[config.mk]
export PLATFORM = sky130hd
export DESIGN_NAME = jump_redirect_ctrl
export DESIGN_NICKNAME = d
export VERILOG_FILES = /design/src/rtl/jump_redirect_ctrl.sv
export SDC_FILE = /design/constraint.sdc
export NUM_CORES = 1
export LEC_CHECK = 0
export CORE_MARGIN = 2
export CORE_UTILIZATION = 45
export DETAILED_ROUTE_END_ITERATION = 7
export PLACE_DENSITY = 0.7
export SLEW_MARGIN = 15
export SYNTH_ARGS = -nofsm -noshare
export SYNTH_HDL_FRONTEND = slang
export SYNTH_SLANG_ARGS = --single-unit
export TNS_END_PERCENT = 1
[constraint.sdc]
create_clock -name clk -period 3.5 [get_ports clk]
set_input_delay 1.05 -clock clk [delete_from_list [all_inputs] [get_ports clk]]
set_output_delay 1.05 -clock clk [all_outputs]
set_load 0.02 [all_outputs]
[src/rtl/jump_redirect_ctrl.sv]
// ---------------------------------------------------------------------------
// jump_redirect_ctrl
//
// Decode-side jump controller. It consumes the registered JAL/JALR flags from
// the IF/ID jump register, computes the jump target and the link value, and
// issues a PC redirect to fetch through a valid/ready handshake. It also
// drives the IF/ID flush and the fetch stall for the bubble window. A target
// with bit 1 set raises a one-cycle misalignment exception and no redirect
// is issued. Every output is registered.
//
// Ports:
//   clk             rising-edge clock
//   rst_n           asynchronous active-low reset
//   jal_id          JAL flag from the IF/ID jump register
//   jalr_id         JALR flag from the IF/ID jump register (wins over JAL)
//   pc_id           PC of the decode-stage instruction
//   imm_id          sign-extended immediate
//   rs1_data_id     rs1 operand
//   rs1_ready       rs1 operand valid (no outstanding hazard)
//   redirect_valid  redirect request to fetch
//   redirect_pc     jump target, held stable until the handshake
//   redirect_ready  fetch accepts the redirect
//   flush_ir        synchronous clear for the IF/ID registers
//   stall_if        freeze the fetch PC
//   link_we         one-cycle register-file write strobe for rd
//   link_data       pc_id + 4
//   misalign_exc    one-cycle target-misaligned exception pulse
// ---------------------------------------------------------------------------
module jump_redirect_ctrl #(
  parameter int XLEN         = 32,
  parameter int FLUSH_CYCLES = 2
) (
  input  logic            clk,
  input  logic            rst_n,
  input  logic            jal_id,
  input  logic            jalr_id,
  input  logic [XLEN-1:0] pc_id,
  input  logic [XLEN-1:0] imm_id,
  input  logic [XLEN-1:0] rs1_data_id,
  input  logic            rs1_ready,
  output logic            redirect_valid,
  output logic [XLEN-1:0] redirect_pc,
  input  logic            redirect_ready,
  output logic            flush_ir,
  output logic            stall_if,
  output logic            link_we,
  output logic [XLEN-1:0] link_data,
  output logic            misalign_exc
);

  typedef enum logic [1:0] {
    IDLE,
    WAIT_RS1,
    REDIRECT,
    FLUSH
  } state_t;

  state_t          state, state_nxt;
  logic [3:0]      cnt, cnt_nxt;
  logic [XLEN-1:0] held_imm, held_imm_nxt;

  logic            valid_nxt;
  logic [XLEN-1:0] pc_nxt;
  logic            flush_nxt;
  logic            stall_nxt;
  logic            link_we_nxt;
  logic [XLEN-1:0] link_nxt;
  logic            exc_nxt;

  logic [XLEN-1:0] tgt;
  logic            take;

  // Next-state and next-output logic. The state-specific branches only say
  // whether a target was produced this cycle ("take"); the common target
  // check afterwards decides between a redirect and a misalignment exception,
  // so the IDLE and WAIT_RS1 paths behave identically once rs1 is known.
  always_comb begin
    state_nxt    = state;
    cnt_nxt      = cnt;
    held_imm_nxt = held_imm;
    valid_nxt    = 1'b0;
    pc_nxt       = redirect_pc;
    flush_nxt    = 1'b0;
    stall_nxt    = 1'b0;
    link_we_nxt  = 1'b0;
    link_nxt     = link_data;
    exc_nxt      = 1'b0;
    tgt          = '0;
    take         = 1'b0;

    case (state)
      IDLE: begin
        if (jalr_id) begin
          link_nxt = pc_id + XLEN'(4);
          if (rs1_ready) begin
            tgt  = rs1_data_id + imm_id;
            take = 1'b1;
          end else begin
            // Hold the immediate; the decode stage is frozen while we wait.
            held_imm_nxt = imm_id;
            stall_nxt    = 1'b1;
            state_nxt    = WAIT_RS1;
          end
        end else if (jal_id) begin
          link_nxt = pc_id + XLEN'(4);
          tgt      = pc_id + imm_id;
          take     = 1'b1;
        end
      end

      WAIT_RS1: begin
        stall_nxt = 1'b1;
        if (rs1_ready) begin
          tgt  = rs1_data_id + held_imm;
          take = 1'b1;
        end
      end

      REDIRECT: begin
        valid_nxt = 1'b1;
        stall_nxt = 1'b1;
        flush_nxt = 1'b1;
        if (redirect_valid && redirect_ready) begin
          valid_nxt = 1'b0;
          stall_nxt = 1'b0;
          if (FLUSH_CYCLES == 1) begin
            flush_nxt = 1'b0;
            state_nxt = IDLE;
          end else begin
            cnt_nxt   = 4'(FLUSH_CYCLES - 1);
            state_nxt = FLUSH;
          end
        end
      end

      FLUSH: begin
        // Jump flags seen here belong to instructions being flushed.
        cnt_nxt   = cnt - 4'd1;
        flush_nxt = 1'b1;
        if (cnt_nxt == 4'd0) begin
          flush_nxt = 1'b0;
          state_nxt = IDLE;
        end
      end

      default: state_nxt = IDLE;
    endcase

    if (take) begin
      tgt[0] = 1'b0;
      pc_nxt = tgt;
      if (tgt[1]) begin
        exc_nxt   = 1'b1;
        flush_nxt = 1'b1;
        stall_nxt = 1'b0;
        state_nxt = IDLE;
      end else begin
        link_we_nxt = 1'b1;
        valid_nxt   = 1'b1;
        stall_nxt   = 1'b1;
        flush_nxt   = 1'b1;
        state_nxt   = REDIRECT;
      end
    end
  end

  // State, counter, held immediate and all registered outputs. Reset drops
  // any pending redirect and clears every output.
  always_ff @(posedge clk or negedge rst_n) begin
    if (!rst_n) begin
      state          <= IDLE;
      cnt            <= '0;
      held_imm       <= '0;
      redirect_valid <= 1'b0;
      redirect_pc    <= '0;
      flush_ir       <= 1'b0;
      stall_if       <= 1'b0;
      link_we        <= 1'b0;
      link_data      <= '0;
      misalign_exc   <= 1'b0;
    end else begin
      state          <= state_nxt;
      cnt            <= cnt_nxt;
      held_imm       <= held_imm_nxt;
      redirect_valid <= valid_nxt;
      redirect_pc    <= pc_nxt;
      flush_ir       <= flush_nxt;
      stall_if       <= stall_nxt;
      link_we        <= link_we_nxt;
      link_data      <= link_nxt;
      misalign_exc   <= exc_nxt;
    end
  end

endmodule

## Word level (Yosys, flattened, before mapping)

Cells that the tools add are included.

| word-level totals | value |
|---|---|
| logic and storage cells | 69 |
| register bits | 106 |
| input port bits | 102 |

| operators by class | value |
|---|---|
| reductions and logical operators | 10 |
| muxes and demuxes | 35 |
| equality and inequality tests | 8 |
| add/subtract/negate cells | 5 |
| bitwise operators | 1 |

Operator list:

| operator | count |
|---|---|
| 32-bit two-way mux | 6 |
| 32-bit adder | 3 |
| 32-bit one-hot mux with 2 select lines | 1 |
| 32-bit by 3-bit adder with 32-bit output (second input constant) | 1 |
| 1-bit two-way mux | 16 |
| 2-bit two-way mux | 6 |
| 3-bit inequality test (second input constant) | 4 |
| 4-bit one-hot mux with 2 select lines | 1 |
| 2-bit one-hot mux with 3 select lines | 1 |
| 5-bit AND reduction | 1 |
| 2-bit equality test (second input constant) | 2 |
| 4-bit zero test | 1 |
| 4-bit two-way mux | 1 |
| 1-bit one-hot mux with 2 select lines | 2 |
| 2-bit AND reduction | 2 |
| 2-bit nonzero test | 2 |
| 4-bit nonzero test | 1 |
| 4-bit by 1-bit subtractor with 4-bit output (second input constant) | 1 |
| 1-bit one-hot mux with 3 select lines | 1 |
| 3-bit AND reduction | 1 |
| 2-bit by 1-bit equality test with 1-bit output (second input constant) | 1 |
| 2-bit zero test | 1 |
| 2-bit inequality test (second input constant) | 1 |
| 1-bit logical AND | 1 |
| 1-bit inverter | 1 |

## Logic depth before layout (Yosys ltp)

| logic depth | value |
|---|---|
| depth after elaboration | 6 |
| gate-level depth with buffers | 11 |
| gate-level depth less buffers | 11 |

## Worst setup path before layout

Ideal clock, no wire load.

| timing path | value |
|---|---|
| kind | input-to-reg |
| start | input port pc_id[6] |
| end | register redirect_pc[29] |
| arrival | 3357 ps |
| path slack | 19 ps |
| cell stages on the path | 10 |
| path through | ha_1 > a21o_1 > a221o_1 > o21ai_2 > a22oi_2 > a2111o_1 > a311oi_2 > o21ai_1 > xor2_1 > a211o_1 |

| on the way | value |
|---|---|
| cells in the longest elaborated chain, start to end | 4 |

RTL lines:

| element | line | text |
|---|---|---|
| start: declaration | 37 | `input logic [XLEN-1:0] pc_id,` |
| 32-bit adder | 106 | `tgt = pc_id + imm_id;` |
| 32-bit two-way mux | 104 | `end else if (jal_id) begin` |
| 32-bit two-way mux | 93 | `if (jalr_id) begin` |
| 32-bit one-hot mux with 2 select lines | 91 | `case (state)` |
| end signal: assignment | 186 | `redirect_pc <= pc_nxt;` |
| end: declaration | 42 | `output logic [XLEN-1:0] redirect_pc,` |

No other way between the ends.
A chain may end at the register's enable or synchronous reset.

## Worst setup path after layout

| timing path | value |
|---|---|
| start | input port imm_id[15] |
| end | register redirect_pc[30] |

| on the way | value |
|---|---|
| cells in the longest elaborated chain, start to end | 4 |
| elaborated cells on any way between the ends | 6 |
| those cells by class | add/sub: 2; mux: 4 |

RTL lines:

| element | line | text |
|---|---|---|
| start: declaration | 38 | `input logic [XLEN-1:0] imm_id,` |
| 32-bit adder (on tied branches) | 106, 96 |  |
| 32-bit two-way mux (on tied branches) | 104, 95 |  |
| 32-bit two-way mux * | 93 |  |
| 32-bit one-hot mux with 2 select lines * | 91 |  |

Every way passes the cells marked *; elsewhere a longest branch is shown, timed or not.

==> flow_summary.yaml <==
critical_path:
  arrival_ps: 3850
  cp.required_ps: 3750
  worstPathMaxFanout: 5
  criticalPathCategory: "input pin to flip-flop"
  cp-start-kind: "input pin"
  worstSetupEndpointType: "flip-flop"
timing:
  finalMaxSlewViolations: 0
  hold_violations: 0
  rsz0062_at_grt: "true"
  fin_crit_ps: 3590
  setup_slack_ps: -94.4
  tightest_slew_ps: 1010
  timing.fmax_ghz: 0.278
  setup_tns_ps: -94.4
  final.period_utilization: 1.03
  skew_ps: 11.8
  setup_viol: 1
  maxSlewHeadroom: 0.324
cells_and_area:
  layout_common_cells: "buf_4, clkdlybuf4s50_1, nand2_1"
  utilization: 0.687
  insertedDiodeCount: 0
  synthToLayoutAreaGrowth_pct: 49.5
  final_common_cell: "buf_4"
  drive_gt1_frac: 0.259
  num-fill-cells: 1686
  fin_nets: 1784
power_and_ir_drop:
  p_per_area_nw_per_um2: 647
  p_leak_uw: 0.00669
  ir_drop_mv: 0.392
cts:
  root_buffer: "clkbuf_16"
  clk_latency_ps: 370
  cts-hold-fix-buffers: 0
  clkSinkCount: 106
  cts_buffers: 9
  ctsLongestPathBuffers: 2
  clkTransAtPathRegs_ps: 80
  htree_levels: 3
  cts_tree: "done"
synthesis:
  synth_flop_cell: "dfrtp_1"
  avgSynthCellArea_um2: 8.32
  syn-num-nets: 1360
  synth_cells: 1162
  yosysWarnings: 0
  synth_top_cell_by_area: "dfrtp_1"
  synth_top_area_share: 0.275
  async_reset_ff_frac: 1.00
  synthTopCellsByArea: "dfrtp_1, ha_1, xnor2_1"
  yosysUniqueCellTypes: 73
  synth_edf_count: 0
  ys_seq_area_frac: 0.275
  ys_ff_latch: 106
  syn-cell-area_um2: 9660
flow_run:
  cap_violations: 0
floorplanning:
  placementRows: 53
  core_um2: 21000
  die_h_um: 151
  ioPinCount: 171
  die_w_um: 151
  start_util: 0.460
  die-area_um2: 22700
grt:
  grt_use_total: 0.302
  grt_pass1_wl_um: 53500
  grt_max_degree: 63
  overflow: 0
  antenna_found_initial: 0
  grt_pass1_vias: 10200
status:
  violations: "negative setup slack"
  outcome: "finished, violations left"
hold_path:
  hp-class: "flip-flop to flip-flop"
drt:
  drc_errors: 0
  antenna_left: 0
  routedWlPerCell_um: 18.6
  drt_iter0_drc: 792
  totalWireLength_um: 34700
  vias_per_cell: 5.75
  firstDrtPassIters: 5
  vias: 10700
place:
  numPortBuffers: 169
  dp_hpwl_um: 27200
  place_congestion: 0.932
==> stage by stage <==
step	worst slack (ps)	hold WS [ps]	power [uW]	instance area, um^2	instances
2_1_floorplan	19.0	485	5240	9660	1162
3_3_place_gp	-586	460	7720	13600	1840
3_5_place_dp	-636	466	7860	13600	1840
4_1_cts	-1.23	488	9110	14200	1861
5_1_grt	-129	495	9930	14400	1866
6_report	-94.4	480	9350	14400	1866
==> registers in the layout, indices dropped and copies added, names as in the netlist <==
signal and flops:
held_imm 32, link_data 32, redirect_pc 31, cnt 4, state 2, flush_ir 1, link_we 1, misalign_exc 1
redirect_valid 1, stall_if 1
==> where the power goes <==
part	switching (uW)	internal [uW]	leakage, uW
registers	419	1800	0.00131
clock network	530	584	0.000154
logic	3110	2910	0.00522
==> repair_timing <==
item / in CTS / in global routing
setup buffers: 5 / 5
pin swaps: 35 / 25
endpoints found under the setup margin: 16 / 18
gates resized for setup: 63 / 40
endpoints found under the hold margin: 0 / 0
==> cells in the mapped netlist, drive strengths merged (11+ instances only) <==
cell type / n
a211oi: 14
a22oi: 16
a21oi: 95
mux2: 32
o21ai: 103
xor2: 44
nand3: 38
nor2: 72
nor3: 14
nand2b: 17
nand4: 24
nand2: 144
a31oi: 13
inv: 28
and3: 28
a21o: 40
ha: 93
clkbuf: 34
o211ai: 11
dfrtp: 106
xnor2: 63
==> per-layer routing <==
| layer | vias up | share of wire | global-route usage |
|---|---|---|---|
| met4 | 0 | 0.027 | 0.0953 |
| met2 | 433 | 0.45 | 0.483 |
| met5 | - | 0 | 0 |
| met3 | 67 | 0.067 | 0.0233 |
| li1 | 5134 | - | - |
| met1 | 5087 | 0.45 | 0.435 |
==> area by class of cell <==
type                    count  area, um^2  area share
clock buffers              10         239      0.0165
clock inverters             6        70.1     0.00485
inverters                  28         105     0.00727
multi-input cells         991        7220       0.500
flip-flops and latches    106        2650       0.184
well taps                 275         344      0.0238
repair buffers            450        3810       0.264
==> path summary, 6_finish.rpt <==
path                              startpoint              end  slack [ps]  cells after the start
worst min-delay path            link_data[9]     link_data[9]         480                      2
worst max-delay path              imm_id[15]  redirect_pc[30]         -90                     11
worst max register to register   held_imm[9]  redirect_pc[30]         770                     12
min in group asynchronous              rst_n      held_imm[3]         750                      1
worst min register to register  link_data[9]     link_data[9]         480                      2
max in group asynchronous              rst_n    link_data[20]        1980                      2
==> cell families after synthesis <==
kind of cell | count (synthesis) | synth area share
AOI/OAI and AO/OA | 377 | 0.251
and+or+nand+nor | 369 | 0.178
xor gates and xnor gates | 107 | 0.0970
DFF | 106 | 0.275
adders and majority gates | 96 | 0.127
buffers and inverters | 65 | 0.0256
muxes | 41 | 0.0466
other | 1 | 0.000388
==> worst max-delay path, cell delays in order <==
cell and delay [ps]:
clkdlybuf4s50_1 570, ha_1 430, a21oi_1 110, o21ai_1 260, o41ai_2 120, buf_4 150
o21ai_0 200, o21ba_4 200, o31a_1 280, xnor2_1 170, a211o_1 300
(Power assumes the default switching activity.)
==> patch 1: new RTL, same flow settings <==
Take the reset off `link_data` and load it in a clocked block of its own.
--- a/src/rtl/jump_redirect_ctrl.sv
+++ b/src/rtl/jump_redirect_ctrl.sv
@@ -177,5 +177,4 @@
       stall_if       <= 1'b0;
       link_we        <= 1'b0;
-      link_data      <= '0;
       misalign_exc   <= 1'b0;
     end else begin
@@ -188,9 +187,12 @@
       stall_if       <= stall_nxt;
       link_we        <= link_we_nxt;
-      link_data      <= link_nxt;
       misalign_exc   <= exc_nxt;
     end
   end
 
+  always_ff @(posedge clk) begin
+    link_data <= link_nxt;
+  end
+
 endmodule
 
Formal check against the unedited RTL: not equivalent (Yosys sat finds a counterexample within 4 cycles, from zero or initial values and one cycle with rst_n low).
==> patch 1 against the original RTL <==
Global-route usage is 0.93 points higher. Synthesized area down 1.6%. Setup slack better by 0.14 ns. Final area is 0.54% higher. Total power down 5.7%. Non-clock buffer count rose by 4. Via count fell by 4.0%. Sequential cell count did not move. Wire length grew 1.3%. Sequential power down 5%. Count of clock-buffer cells in the layout unchanged. Register-to-register slack worse by 0.12 ns. Critical endpoint is now redirect_pc[29]. Largest power group unchanged. Highest routed layer unchanged.
==> patch 1: results (changes against the original RTL) <==
pin count of the biggest net entering global routing: 75 (+19%)
HP Start: redirect_pc[1]
routed length on met1: 16.0 mm (+1.9%)
GR Util met1: 0.455 (+0.0197)
Non-CTS buffers: 454 (+0.89%)
CP max FO: 6 (+1)
top cells by area, synth: dfrtp_1, ha_1, edfxtp_1
top cells by count, synth: a21oi_1, ha_1, nand2_1
Worst R2R Path Depth: 11 (-1)
RR Startpoint: held_imm[3]
status: finished, final reports clean
Setup Fix Bufs, Post-CTS: 6 (+1)
Internal Pwr Total: 0.00509 W (-3.8%)
first-pass GRT wire length: 53.6 mm (+0.33%)
initial DRC count: 740 (-6.6%)
PostCTS Resize Cnt: 66 (+4.8%)
Initial DRT Pass Iterations: 6 (+1)
asr flop ratio synth: 0.698 (-0.302)
sequential cell area share: 0.194 (+0.0100)
clock-cell share of area: 0.0207 (-0.000717)
WL met2: 15.8 mm (+0.19%)
#MultiIn Comb: 900 (-9.2%)
mean number of vias per cell: 5.77 (+0.39%)
met2 Track Usage GR: 0.486 (+0.00305)
sequential area share after synthesis: 0.296 (+0.0212)
Syn Nets: 1,272 (-6.5%)
worst reg2reg path endpoint: redirect_pc[28]
patch 1: cell count changes in the layout (fill, tap and decap cells not counted), moves of 8 or more:
cell,before,now
xor2_1,44,32
nand2_1,142,87
xnor2_1,62,75
o21ai_1,20,7
nor2_1,72,60
clkdlybuf4s50_1,149,129
dfrtp_1,106,74
and3_1,27,12
o21ai_0,80,53
edfxtp_1,0,32
dlymetal6s2s_1,6,27
a21oi_2,10,18
patch 1: worst min-delay path, cell delays in order (launching register included):
cell and delay, ns:
dfrtp_1 0.35, nor2_1 0.05, nor2_1 0.08
patch 1: kinds of logic (layout without fill, tap and decap cells):
kind of cell | Yosys count | in the layout | share of synthesized area
multiplexers | 36 | 36 | 0.0420
adder cells (fa/ha/maj) | 96 | 96 | 0.129
buffers and inverters | 68 | 504 | 0.0275
other | 1 | 1 | 0.000394
XOR/XNOR | 111 | 111 | 0.102
AO/OA/AOI/OAI | 360 | 360 | 0.251
AND/OR/NAND/NOR | 296 | 296 | 0.152
flip-flops | 106 | 106 | 0.296
patch 1: stage by stage:
stage | util | setup slack, ns | cell area [µm²] | std cells | power [W]
2_1_floorplan | - | 0.0755 | 9510 | 1074 | 0.00492
6_report | 0.695 | 0.0501 | 14500 | 1785 | 0.00882
3_5_place_dp | 0.647 | -0.842 | 13500 | 1760 | 0.00725
4_1_cts | 0.677 | -0.0359 | 14100 | 1781 | 0.00854
3_3_place_gp | 0.647 | -0.768 | 13500 | 1760 | 0.00715
5_1_grt | 0.695 | -0.0857 | 14500 | 1785 | 0.00932
patch 1: power groups by stage:
stage	Sequential, W	Clock, W	Combinational [W]
final	0.00212	0.00110	0.00559
after global routing	0.00216	0.00115	0.00601
after CTS	0.00210	0.00110	0.00534
after detailed placement	0.00212	0	0.00513
after global placement	0.00210	0	0.00504
after floorplan	0.00228	0	0.00264
==> patch 2: new RTL, config.mk and constraints unchanged <==
Without the edit above. Change the parameter `XLEN` from 32 to 16.
--- a/src/rtl/jump_redirect_ctrl.sv
+++ b/src/rtl/jump_redirect_ctrl.sv
@@ -28,5 +28,5 @@
 // ---------------------------------------------------------------------------
 module jump_redirect_ctrl #(
-  parameter int XLEN         = 32,
+  parameter int XLEN         = 16,
   parameter int FLUSH_CYCLES = 2
 ) (
Interface: changed (5 resized); port bits go from 171 to 91. No check against the original RTL was run, so the function may have changed too.
==> patch 2 against the original RTL <==
Synthesized area decreased by 51%. Clock skew increased by 0.0018 ns. Wire length decreased by 59%. Combinational power decreased by 59%. Critical path type unchanged. Setup slack improved by 0.27 ns. Total power decreased by 53%. Final area decreased by 56%. Critical path depth unchanged. Sequential cell count decreased by 48. Synthesized cell count decreased by 54%.
==> patch 2: results (changes against the original RTL) <==
Total Routing Usage GR: 0.259 (-0.0431)
layout net count: 772 (-57%)
Setup Skew: 0.0136 ns (+0.00180 ns)
pin count of the biggest net entering global routing: 30 (-52%)
CP max FO: 3 (-2)
dpl cells: 795 (-57%)
top cells by count, synth: dfrtp_1, nand2_1, ha_1
Syn Nets: 631 (-54%)
sequential area share after synthesis: 0.308 (+0.0338)
# fillers: 894 (-47%)
Slew headroom: 0.629 (+0.305)
most instantiated library cell after synthesis: dfrtp_1
vias in the first global route: 4,495 (-56%)
initial DRC count: 204 (-74%)
min Tclk post-route: 3.33 ns (-0.268 ns)
antenna diode count: 0 (unchanged)
Clk Latency, worst-skew pair: 0.35 ns (-0.02 ns)
Initial DRT Pass Iterations: 7 (+2)
Worst EP arrival: 3.55 ns (-0.30 ns)
initial antenna violation count: 0 (unchanged)
synthesized area per cell: 8.90 µm² (+7.0%)
biggest registers after layout: held_imm (16), link_data (16), redirect_pc (15)
port bufs: 89 (-47%)
clk root buf: clkbuf_8
status: finished, final reports clean
Cell variety after synth: 60 (-18%)
VDD IR-drop max: 0.000405 V (+3.5%)
mean number of vias per cell: 5.63 (-2.0%)
drt total wl: 14.2 mm (-59%)
first-pass GRT wire length: 22.6 mm (-58%)
cell leakage power: 2.82 nW (-58%)
gpl congestion: 0.931 (about the same)
share of cells above drive strength 1: 0.153 (-0.106)
Syn. warnings: 0 (unchanged)
top cells by area, synth: dfrtp_1, ha_1, xnor2_1
Area after DPL: 6120 µm² (-55%)
DPL Wire Length: 11.5 mm (-58%)
WL/cell: 17.5 µm (-6.0%)
-- patch 2: what timing repair did --
item | 4_1_cts | 5_1_grt
endpoints found under the setup margin | 0 | 1
hold endpoints to repair | 0 | 0
setup buffers | 0 | 0
hold buffers | 0 | 0
resized for setup | 0 | 1
-- patch 2: final cells by class --
class / count / area, µm² / area share
inverters: 16 / 60.1 / 0.00947
repair buffers: 145 / 1310 / 0.206
multi-input cells: 440 / 3140 / 0.495
clock buffers: 10 / 128 / 0.0201
clock inverters: 6 / 90.1 / 0.0142
flip-flops and latches: 58 / 1450 / 0.229
well taps: 136 / 170 / 0.0268
-- patch 2: where the power goes --
group	internal, W	leakage, nW	switching (W)
logic	0.00119	1.99	0.00126
clock network	0.000403	0.107	0.000302
registers	0.000982	0.716	0.000230
-- patch 2: cell families (layout without fill, tap and decap cells) --
kind of cell             after synthesis  in the layout  share of synthesized area
AND/OR/NAND/NOR                      165            165                      0.168
AO/OA/AOI/OAI                        157            157                      0.225
XOR/XNOR                              45             45                     0.0837
other                                  1              1                   0.000796
buffers and inverters                 31            177                     0.0263
flip-flops                            58             58                      0.308
adder cells (fa/ha/maj)               48             48                      0.132
multiplexers                          24             24                     0.0555
-- patch 2: through the flow --
step                hold slack (ns)  setup WS [ns]  power, W
finish                        0.479          0.173   0.00437
global route                  0.511         0.0328   0.00468
CTS                           0.482          0.182   0.00438
detailed placement            0.462         -0.176   0.00365
global placement              0.460         -0.153   0.00359
floorplan                     0.473          0.450   0.00268
-- patch 2: worst max-delay path, stage by stage --
cell and delay [ns]:
clkdlybuf4s50_1 0.48, buf_4 0.19, ha_1 0.27, nand4_1 0.11, a211oi_1 0.28, buf_4 0.17, o41ai_2 0.08, a21oi_1 0.25
mux2i_1 0.22, nand4_1 0.11, or3_1 0.33
-- patch 2: final timing paths --
kind	start	end	slack, ns	cells after the start
min reg2reg	link_data[12]	link_data[12]	0.48	2
max in group asynchronous	rst_n	state[0]	2.12	2
min in group asynchronous	rst_n	held_imm[0]	0.68	1
max reg2reg	held_imm[0]	redirect_pc[14]	0.98	9
min	link_data[12]	link_data[12]	0.48	2
max	imm_id[1]	redirect_pc[15]	0.17	11
-- patch 2: layer usage --
layer	global-route usage	share of wire	wire (µm)
met4	0.0733	0.013	183
met2	0.439	0.48	6810
met3	0.0509	0.059	836
met1	0.337	0.45	6350
met5	0	0	0
